<file path="src/rtl/lcd_pkg.sv">
// Shared definitions for the LCD text writer.
//   - lcd_state_e : writer FSM encoding (IDLE, CLEAR, DRAW, DONE)
//   - LCD_PAGES / LCD_COLS / FB_DEPTH : frame-buffer geometry
//   - lcd_fb_addr : maps (page, pixel column) to a frame-buffer byte address
//     in the order the display refresh reads it back.
package lcd_pkg;

  typedef enum logic [1:0] {
    ST_IDLE  = 2'd0,
    ST_CLEAR = 2'd1,
    ST_DRAW  = 2'd2,
    ST_DONE  = 2'd3
  } lcd_state_e;

  localparam int LCD_PAGES = 8;
  localparam int LCD_COLS  = 128;
  localparam int FB_DEPTH  = 1024;

  // Page bits are inverted and split around the column so that the RAM
  // layout matches the display read order.
  function automatic logic [9:0] lcd_fb_addr(input logic [2:0] page,
                                             input logic [6:0] col);
    return {~page[2:1], col, ~page[0]};
  endfunction

endpackage

</file>
<file path="src/rtl/lcd_text_writer.sv">
// lcd_text_writer: renders 8x8 glyphs into the 1024-byte LCD frame buffer, or
// clears the whole buffer, then pulses upd_done so the refresh can start.
//
// Handshake: a character request is taken on a rising sys_clk edge where
// char_valid and char_ready are both high; char_ready is high only in IDLE
// while clr_req is low, so a clear always wins over a simultaneous character.
//
// Ports:
//   sys_clk, reset_o (async, active-low)
//   char_valid/char_ready/char_code/char_row/char_col : character request
//   clr_req     : clear-screen request, sampled in IDLE only
//   font_addr   : {char_code, glyph column} to external font ROM
//   font_data   : registered ROM output, valid one cycle after font_addr
//   addr_write/data_write/write_en : frame-buffer write port
//   busy        : high outside IDLE
//   upd_done    : one-cycle pulse after the last write of a char or clear
//   fsm_state   : current FSM state (debug)
//
// Build option LCD_TEXT_INVERT_EN: adds input char_invert, latched at the
// handshake; when set the glyph is written as ~font_data (reverse video).
module lcd_text_writer
  import lcd_pkg::*;
#(
  parameter logic [7:0] CLEAR_BYTE = 8'h00,
  parameter int         COL_OFFSET = 0
) (
  input  logic        sys_clk,
  input  logic        reset_o,
  input  logic        char_valid,
  output logic        char_ready,
  input  logic [7:0]  char_code,
  input  logic [2:0]  char_row,
  input  logic [3:0]  char_col,
`ifdef LCD_TEXT_INVERT_EN
  input  logic        char_invert,
`endif
  input  logic        clr_req,
  output logic [10:0] font_addr,
  input  logic [7:0]  font_data,
  output logic [9:0]  addr_write,
  output logic [7:0]  data_write,
  output logic        write_en,
  output logic        busy,
  output logic        upd_done,
  output logic [1:0]  fsm_state
);

  localparam logic [9:0] CLR_LAST  = 10'(FB_DEPTH - 1);
  localparam logic [9:0] DRAW_LAST = 10'd8;
  localparam int         ROW_W     = $clog2(LCD_PAGES);
  localparam int         PCOL_W    = $clog2(LCD_COLS);

  lcd_state_e         state, state_nx;
  logic [9:0]         cnt, cnt_nx;
  logic               accept;
  logic [7:0]         code_q;
  logic [ROW_W-1:0]   row_q;
  logic [3:0]         col_q;
  logic [2:0]         glyph_k;
  logic [PCOL_W-1:0]  pix_col;
  logic [7:0]         glyph_byte;

`ifdef LCD_TEXT_INVERT_EN
  logic inv_q;
  assign glyph_byte = inv_q ? ~font_data : font_data;
`else
  assign glyph_byte = font_data;
`endif

  // Writes trail the ROM address by one cycle, so write step k (cnt=1..8)
  // uses glyph column cnt-1; the 3-bit wrap turns cnt=8 into column 7.
  assign glyph_k = cnt[2:0] - 3'd1;
  assign pix_col = {col_q, 3'b000} + {4'b0000, glyph_k} + PCOL_W'(COL_OFFSET);

  assign fsm_state = state;

  always_ff @(posedge sys_clk or negedge reset_o) begin
    if (!reset_o) begin
      state  <= ST_IDLE;
      cnt    <= '0;
      code_q <= '0;
      row_q  <= '0;
      col_q  <= '0;
`ifdef LCD_TEXT_INVERT_EN
      inv_q  <= 1'b0;
`endif
    end else begin
      state <= state_nx;
      cnt   <= cnt_nx;
      if (accept) begin
        code_q <= char_code;
        row_q  <= char_row;
        col_q  <= char_col;
`ifdef LCD_TEXT_INVERT_EN
        inv_q  <= char_invert;
`endif
      end
    end
  end

  always_comb begin
    state_nx   = state;
    cnt_nx     = cnt;
    accept     = 1'b0;
    char_ready = 1'b0;
    busy       = 1'b1;
    write_en   = 1'b0;
    addr_write = '0;
    data_write = '0;
    font_addr  = '0;
    upd_done   = 1'b0;
    case (state)
      ST_IDLE: begin
        busy       = 1'b0;
        char_ready = ~clr_req;
        cnt_nx     = '0;
        if (clr_req) begin
          state_nx = ST_CLEAR;
        end else if (char_valid) begin
          accept   = 1'b1;
          state_nx = ST_DRAW;
        end
      end
      ST_CLEAR: begin
        write_en   = 1'b1;
        addr_write = cnt;
        data_write = CLEAR_BYTE;
        cnt_nx     = cnt + 10'd1;
        if (cnt == CLR_LAST) begin
          state_nx = ST_DONE;
        end
      end
      ST_DRAW: begin
        if (!cnt[3]) begin
          font_addr = {code_q, cnt[2:0]};
        end
        if (cnt != '0) begin
          write_en   = 1'b1;
          data_write = glyph_byte;
          addr_write = lcd_fb_addr(row_q, pix_col);
        end
        if (cnt == DRAW_LAST) begin
          cnt_nx   = '0;
          state_nx = ST_DONE;
        end else begin
          cnt_nx = cnt + 10'd1;
        end
      end
      ST_DONE: begin
        upd_done = 1'b1;
        state_nx = ST_IDLE;
      end
      default: state_nx = ST_IDLE;
    endcase
  end

endmodule

</file>
<file path="config.mk">
export PLATFORM = sky130hd
export DESIGN_NAME = lcd_text_writer
export DESIGN_NICKNAME = d
export VERILOG_FILES = /design/src/rtl/lcd_pkg.sv /design/src/rtl/lcd_text_writer.sv
export SDC_FILE = /design/constraint.sdc
export NUM_CORES = 1
export LEC_CHECK = 0
export ABC_CLOCK_PERIOD_IN_PS = 6100
export CAP_MARGIN = 10
export CORE_MARGIN = 1
export CORE_UTILIZATION = 48
export DETAILED_ROUTE_END_ITERATION = 10
export GPL_ROUTABILITY_DRIVEN = 0
export PLACE_DENSITY = 0.86
export SLEW_MARGIN = 30
export SYNTH_ARGS = -nofsm -noshare
export SYNTH_HDL_FRONTEND = slang
export SYNTH_SLANG_ARGS = --single-unit
</file>
<file path="constraint.sdc">
create_clock -name sys_clk -period 6.1 [get_ports sys_clk]
set_input_delay 1.22 -clock sys_clk [delete_from_list [all_inputs] [get_ports sys_clk]]
set_output_delay 1.22 -clock sys_clk [all_outputs]
set_load 0.005 [all_outputs]
</file>
==> metrics.md, run 1 <==
| Metric | Value |
|---|---|
| WL/cell | 13.9 um |
| Die area | 3710 um^2 |
| P per Cell Area | 376 nW/um^2 |
| Worst Reg-to-Reg Cells | 6 |
| Root Buffer | clkbuf_4 |
| Die width | 60.9 um |
| Rows | 21 |
| Initial antenna violation count | 0 |
| H-tree depth | 1 |
| Syn. warnings | 0 |
| DR iter-0 viols | 56 |
| GRT Max-Usage Layer | met2 |
| Max Transition Viols Final | 0 |
| Number of synthesized flops with an enable pin | 0 |
| First-pass GRT wire length | 5770 um |
| Setup CP Type | reg2out |
| Crit path to | addr_write[4] |
| Avg Cell Area, Syn | 9.81 um^2 |
| Worst clock skew | 0.00269 ns |
| GR Util met3 | 0.0299 |
| Headroom to the max-slew limit | 0.547 |
| Status | completed |
| RSZ-0062 raised after global routing | no |
| DP Wirelength | 2860 um |
| Avg Vias per Cell | 5.25 |
| Worst slew pin tran | 0.678 ns |
| Critical path required time | 4.88 ns |
| Period minus WS final | 3.93 ns |
| Clock sinks | 27 |
| Arr. time, crit path | 2.71 ns |
| CTS tree | done |
| M1 GR Usage | 0.252 |
| Post-route ant nets | 0 |
| Congestion Overflow GR | 0 |
| # setup viols final | 0 |
| Die height | 60.9 um |
| Layout cells sized above 1 | 0.118 |
| Cells after Synth | 170 |
| Setup TNS | 0 ns |
| Residual DRC | 0 |
| Largest net degree at the start of global routing | 28 |
| Met2 Use GR | 0.389 |
| Hold_buf cts | 0 |
| Initial Util | 0.500 |
| Critical path origin | cnt[0] |
| Unique cell type count in the Yosys netlist | 39 |
| Register area share after synthesis | 0.405 |
| CP Launch Type | register |
| Worst r2r src | cnt[0] |
| Fin util | 0.700 |
| Number of global-route vias before repair | 1295 |
| Antenna diode count | 0 |
| Worst Hold Margin | 0.512 ns |
| Maximum vdd drop | 0.181 mV |
| Most common cell after layout, fill and taps aside | clkdlybuf4s50_1 |
| Core Region | 3340 um^2 |
| Io pins | 62 |
| Synthesis-stage register bit count | 27 |
| Post-CTS Setup Bufs | 0 |
| Total Routing Usage GR | 0.211 |
| Port bufs | 61 |
| Maximum root-to-sink buffer count | 2 |
| Maxcap violations | 0 |
| Area growth, synth to finish | 40.0% |
| Syn nets | 205 |
| Clock-pin transition on the worst setup and hold timing paths | 0.14 ns |
| F_max | 255 MHz |
| R2R Setup Slk | 4.02 ns |
| RR Endpoint | cnt[9] |
| Fillers | 274 |
| Tcrit/Tclk final | 0.644 |
| First drt pass iteration count | 5 |
| Vias | 1444 |
| Post-Route WL | 3830 um |
| Num CTS Buffers | 3 |
| Clock insertion delay at the later pin of the skew report | 0.32 ns |
| CTS resizes | 0 |
| Layout net count | 265 |
| Worst Setup End Kind | output pin |
| Hold WC Path Type | reg2reg |
| Crit-path max FO | 14 |
| Synthesized cell area | 1670 um^2 |
| Post-synth top flop | dfrtp_1 |
| Most frequent cells in the layout | clkdlybuf4s50_1 (61), dfrtp_1 (27), and2_1 (24), nand2_1 (16), mux2_2 (15) |
| Leakage | 0.927 nW |
| Final count of hold timing violations | 0 |
| Async SR Flop Fraction | 1.00 |
worst max-delay path, stage by stage, from the launching register on:
cell	delay [ns]
dfrtp_1	0.47
inv_1	0.11
ha_1	0.14
or4b_4	0.49
o31a_1	0.45
a22oi_1	0.22
nor2b_1	0.06
clkdlybuf4s50_1	0.44
synth_stat cells, types with 2 or more instances:
library cell | instances | share of area
nand2_1 | 16 | 0.036
a22oi_1 | 5 | 0.023
xnor2_1 | 4 | 0.021
nor2b_1 | 6 | 0.023
mux2_2 | 15 | 0.10
nor2_1 | 7 | 0.016
ha_1 | 8 | 0.060
dfrtp_1 | 27 | 0.41
and2_1 | 24 | 0.090
o21a_1 | 2 | 0.0090
o31ai_1 | 2 | 0.0090
nor3_1 | 3 | 0.0090
a21oi_1 | 2 | 0.0060
o311ai_1 | 2 | 0.011
clkbuf_1 | 5 | 0.011
o21ai_0 | 7 | 0.021
inv_1 | 9 | 0.020
nand3_1 | 5 | 0.015
worst min-delay path by stage:
stage	startpoint	end	slack (ns)	cells after the start
after floorplan	code_q[0]	code_q[0]	0.47	1
after global placement	code_q[1]	code_q[1]	0.48	1
after detailed placement	code_q[0]	code_q[0]	0.48	1
after CTS	code_q[0]	code_q[0]	0.52	1
after global routing	col_q[0]	col_q[0]	0.53	1
final	code_q[0]	code_q[0]	0.51	1
through the flow:
stage	std cells	cell area, um^2	total power, mW	worst slack [ns]
after floorplan	170	1670	0.591	3.08
after global placement	271	2310	0.792	2.57
after detailed placement	271	2310	0.805	2.51
after CTS	275	2330	0.881	2.17
after global routing	275	2330	0.950	2.00
final	275	2330	0.877	2.17
flip-flops by register name (all words and copies together), names as in the netlist:
signal and count:
code_q 8, row_q 3, fsm_state 2, cnt 10
col_q 4
final cells by class:
class | instances | area, um^2 | share of cell area
Clock buffer | 4 | 26.3 | 0.0113
Timing Repair Buffer | 62 | 618 | 0.265
Multi-Input combinational cell | 127 | 923 | 0.395
Inverter | 9 | 33.8 | 0.0145
Sequential cell | 27 | 676 | 0.289
Tap cell | 46 | 57.6 | 0.0247
per-layer routing:
layer,share of wire,routed length [um]
met4,0.0060,23
met5,0,0
met2,0.50,1940
met3,0.060,230
met1,0.43,1640
report_power, final:
group	total, mW	leakage (nW)	internal (mW)	switching [mW]
Combinational	0.518	0.569	0.289	0.229
Clock	0.0781	0.0150	0.0256	0.0524
Sequential	0.281	0.342	0.241	0.0406
Total	0.877	0.927	0.556	0.322
logic make-up (layout without fill, tap and decap cells):
group / after synthesis / in the layout / synth area share
and+or+nand+nor: 69 / 69 / 0.229
AOI/OAI and AO/OA: 29 / 29 / 0.131
DFF: 27 / 27 / 0.405
muxes: 16 / 16 / 0.107
buffers and inverters: 16 / 75 / 0.0413
adders and majority gates: 8 / 8 / 0.0600
xor gates and xnor gates: 5 / 5 / 0.0263
Note: power is estimated with default switching activity, not from simulation.
==> run 2, diff against run 1 <==
--- a/config.mk
+++ b/config.mk
@@ -5,13 +5,13 @@
 export SDC_FILE = /design/constraint.sdc
 export NUM_CORES = 1
 export LEC_CHECK = 0
-export ABC_CLOCK_PERIOD_IN_PS = 6100
+export ABC_CLOCK_PERIOD_IN_PS = 4000
 export CAP_MARGIN = 10
 export CORE_MARGIN = 1
-export CORE_UTILIZATION = 48
+export CORE_UTILIZATION = 44
 export DETAILED_ROUTE_END_ITERATION = 10
 export GPL_ROUTABILITY_DRIVEN = 0
-export PLACE_DENSITY = 0.86
+export PLACE_DENSITY = 0.8
 export SLEW_MARGIN = 30
 export SYNTH_ARGS = -nofsm -noshare
 export SYNTH_HDL_FRONTEND = slang
==> constraint.sdc (replaced) <==
create_clock -name sys_clk -period 4 [get_ports sys_clk]
set_input_delay 0.8 -clock sys_clk [delete_from_list [all_inputs] [get_ports sys_clk]]
set_output_delay 0.8 -clock sys_clk [all_outputs]
set_load 0.005 [all_outputs]
==> metrics.md, run 2 (synthesized netlist as in run 1, its figures left out) <==
| Metric | Value |
|---|---|
| Status | completed |
| Most frequent cells in the layout | clkdlybuf4s50_1 (61), dfrtp_1 (27), and2_1 (24), nand2_1 (16), mux2_2 (15) |
| Die height | 63.6 um |
| Worst Setup End Kind | output pin |
| Worst slew pin tran | 0.631 ns |
| Hold WC Path Type | reg2reg |
| Crit path to | addr_write[5] |
| Avg Vias per Cell | 5.12 |
| Worst path cell trace | inv_1 -> ha_1 -> or4b_4 -> o31a_1 -> a22oi_1 -> nor2b_1 -> clkdlybuf4s50_1 |
| # setup viols final | 0 |
| Post-CTS Setup Bufs | 0 |
| CTS resizes | 0 |
| Die area | 4040 um^2 |
| Max reg flops | 10 |
| Io pins | 62 |
| WL/cell | 13.5 um |
| Tcrit/Tclk final | 0.868 |
| Maximum root-to-sink buffer count | 2 |
| Vias | 1418 |
| First drt pass iteration count | 4 |
| Clock sinks | 27 |
| Core Region | 3660 um^2 |
| Root Buffer | clkbuf_8 |
| Headroom to the max-slew limit | 0.578 |
| Buf/Inv on CP | 2 |
| Largest net degree at the start of global routing | 28 |
| Hold_buf cts | 0 |
| Setup CP Type | reg2out |
| Layout net count | 265 |
| P per Cell Area | 580 nW/um^2 |
| Clock-pin transition on the worst setup and hold timing paths | 0.09 ns |
| Die width | 63.6 um |
| Critical path origin | cnt[0] |
| RR Endpoint | cnt[9] |
| Critical path required time | 3.20 ns |
| H-tree depth | 1 |
| CTS tree | done |
| Period minus WS final | 3.47 ns |
| Congestion Overflow GR | 0 |
| R2R Setup Slk | 1.93 ns |
| Largest registers | cnt (10), code_q (8), col_q (4) |
| Final count of hold timing violations | 0 |
| Most common cell after layout, fill and taps aside | clkdlybuf4s50_1 |
| Worst clock skew | 0.00236 ns |
| Crit-path max FO | 14 |
| Fillers | 317 |
| Post-route ant nets | 0 |
| Layout cells sized above 1 | 0.122 |
| Leakage | 0.937 nW |
| Worst path max stage delay | 0.49 ns |
| Rows | 22 |
| Most flop-heavy register | cnt |
| F_max | 288 MHz |
| Max Transition Viols Final | 0 |
| Arr. time, crit path | 2.67 ns |
| Maxcap violations | 0 |
| Area growth, synth to finish | 41.3% |
| Initial Util | 0.456 |
| Crit path depth | 7 |
| Worst Reg-to-Reg Cells | 6 |
| Num CTS Buffers | 3 |
| Port bufs | 61 |
| Clock insertion delay at the later pin of the skew report | 0.28 ns |
| Pwr Total | 1.37 mW |
| Total Routing Usage GR | 0.202 |
| Antenna diode count | 0 |
| RSZ-0062 raised after global routing | no |
| First-pass GRT wire length | 6440 um |
| Post-Route WL | 3750 um |
| Initial antenna violation count | 0 |
| CP max stage cell | or4b_4 |
| DR iter-0 viols | 58 |
| Residual DRC | 0 |
| Hold path cells | 1 |
| DP Wirelength | 2840 um |
| Hold_sp | code_q[2] |
| Maximum vdd drop | 0.378 mV |
| Setup TNS | 0 ns |
| Worst r2r src | cnt[0] |
| CP Launch Type | register |
| Crit path max-delay family | compound AO/OA/AOI/OAI gates |
| Number of global-route vias before repair | 1368 |
-- run 2: cell types whose count changed in the layout (fill, tap and decap cells not counted), sizes merged --
cell    change
clkbuf      -1
clkinv      +1
-- run 2: worst min path at each step --
stage                 to  slack [ns]
2_1_floorplan  code_q[0]        0.47
3_3_place_gp   code_q[6]        0.48
3_5_place_dp   code_q[6]        0.49
4_1_cts        code_q[6]        0.51
5_1_grt        code_q[6]        0.52
6_report       code_q[2]        0.50
-- run 2: through the flow --
stage / setup WS (ns) / hold WS [ns] / util / area (um^2) / instances
6_report: 0.527 / 0.504 / 0.644 / 2360 / 277
5_1_grt: 0.339 / 0.519 / 0.644 / 2360 / 277
4_1_cts: 0.506 / 0.508 / 0.644 / 2360 / 277
3_5_place_dp: 0.827 / 0.486 / 0.631 / 2310 / 273
3_3_place_gp: 0.855 / 0.479 / 0.631 / 2310 / 273
2_1_floorplan: 1.40 / 0.471 / - / 1670 / 170
-- run 2: power breakdown --
group / leakage [nW] / switching (mW) / internal (mW)
Clock: 0.0255 / 0.0869 / 0.0700
Combinational: 0.569 / 0.340 / 0.441
Sequential: 0.342 / 0.0610 / 0.368
-- run 2: per-layer routing --
layer,part of all wire,vias to the layer above,global-route usage
li1,-,700,-
met1,0.46,672,0.259
met2,0.46,42,0.314
met3,0.070,4,0.0707
met4,0.0099,0,0.0682
met5,0,-,0
-- run 2: final cells by class --
| class | instances | area (um^2) | share of cell area |
|---|---|---|---|
| multi-input combinational | 127 | 923 | 0.392 |
| sequential | 27 | 676 | 0.287 |
| clock buffer | 3 | 41.3 | 0.0175 |
| timing repair buffer | 62 | 618 | 0.262 |
| inverter | 9 | 33.8 | 0.0143 |
| clock inverter | 1 | 5.00 | 0.00212 |
| tap | 48 | 60.1 | 0.0255 |
==> run 3, diff against run 2 <==
--- a/config.mk
+++ b/config.mk
@@ -9,6 +9,7 @@
 export CAP_MARGIN = 10
 export CORE_MARGIN = 1
 export CORE_UTILIZATION = 44
+export CTS_CLUSTER_SIZE = 25
 export DETAILED_ROUTE_END_ITERATION = 10
 export GPL_ROUTABILITY_DRIVEN = 0
 export PLACE_DENSITY = 0.8
==> results of run 3 <==
No change in the layout: final DEF, timing and power equal those of run 2.
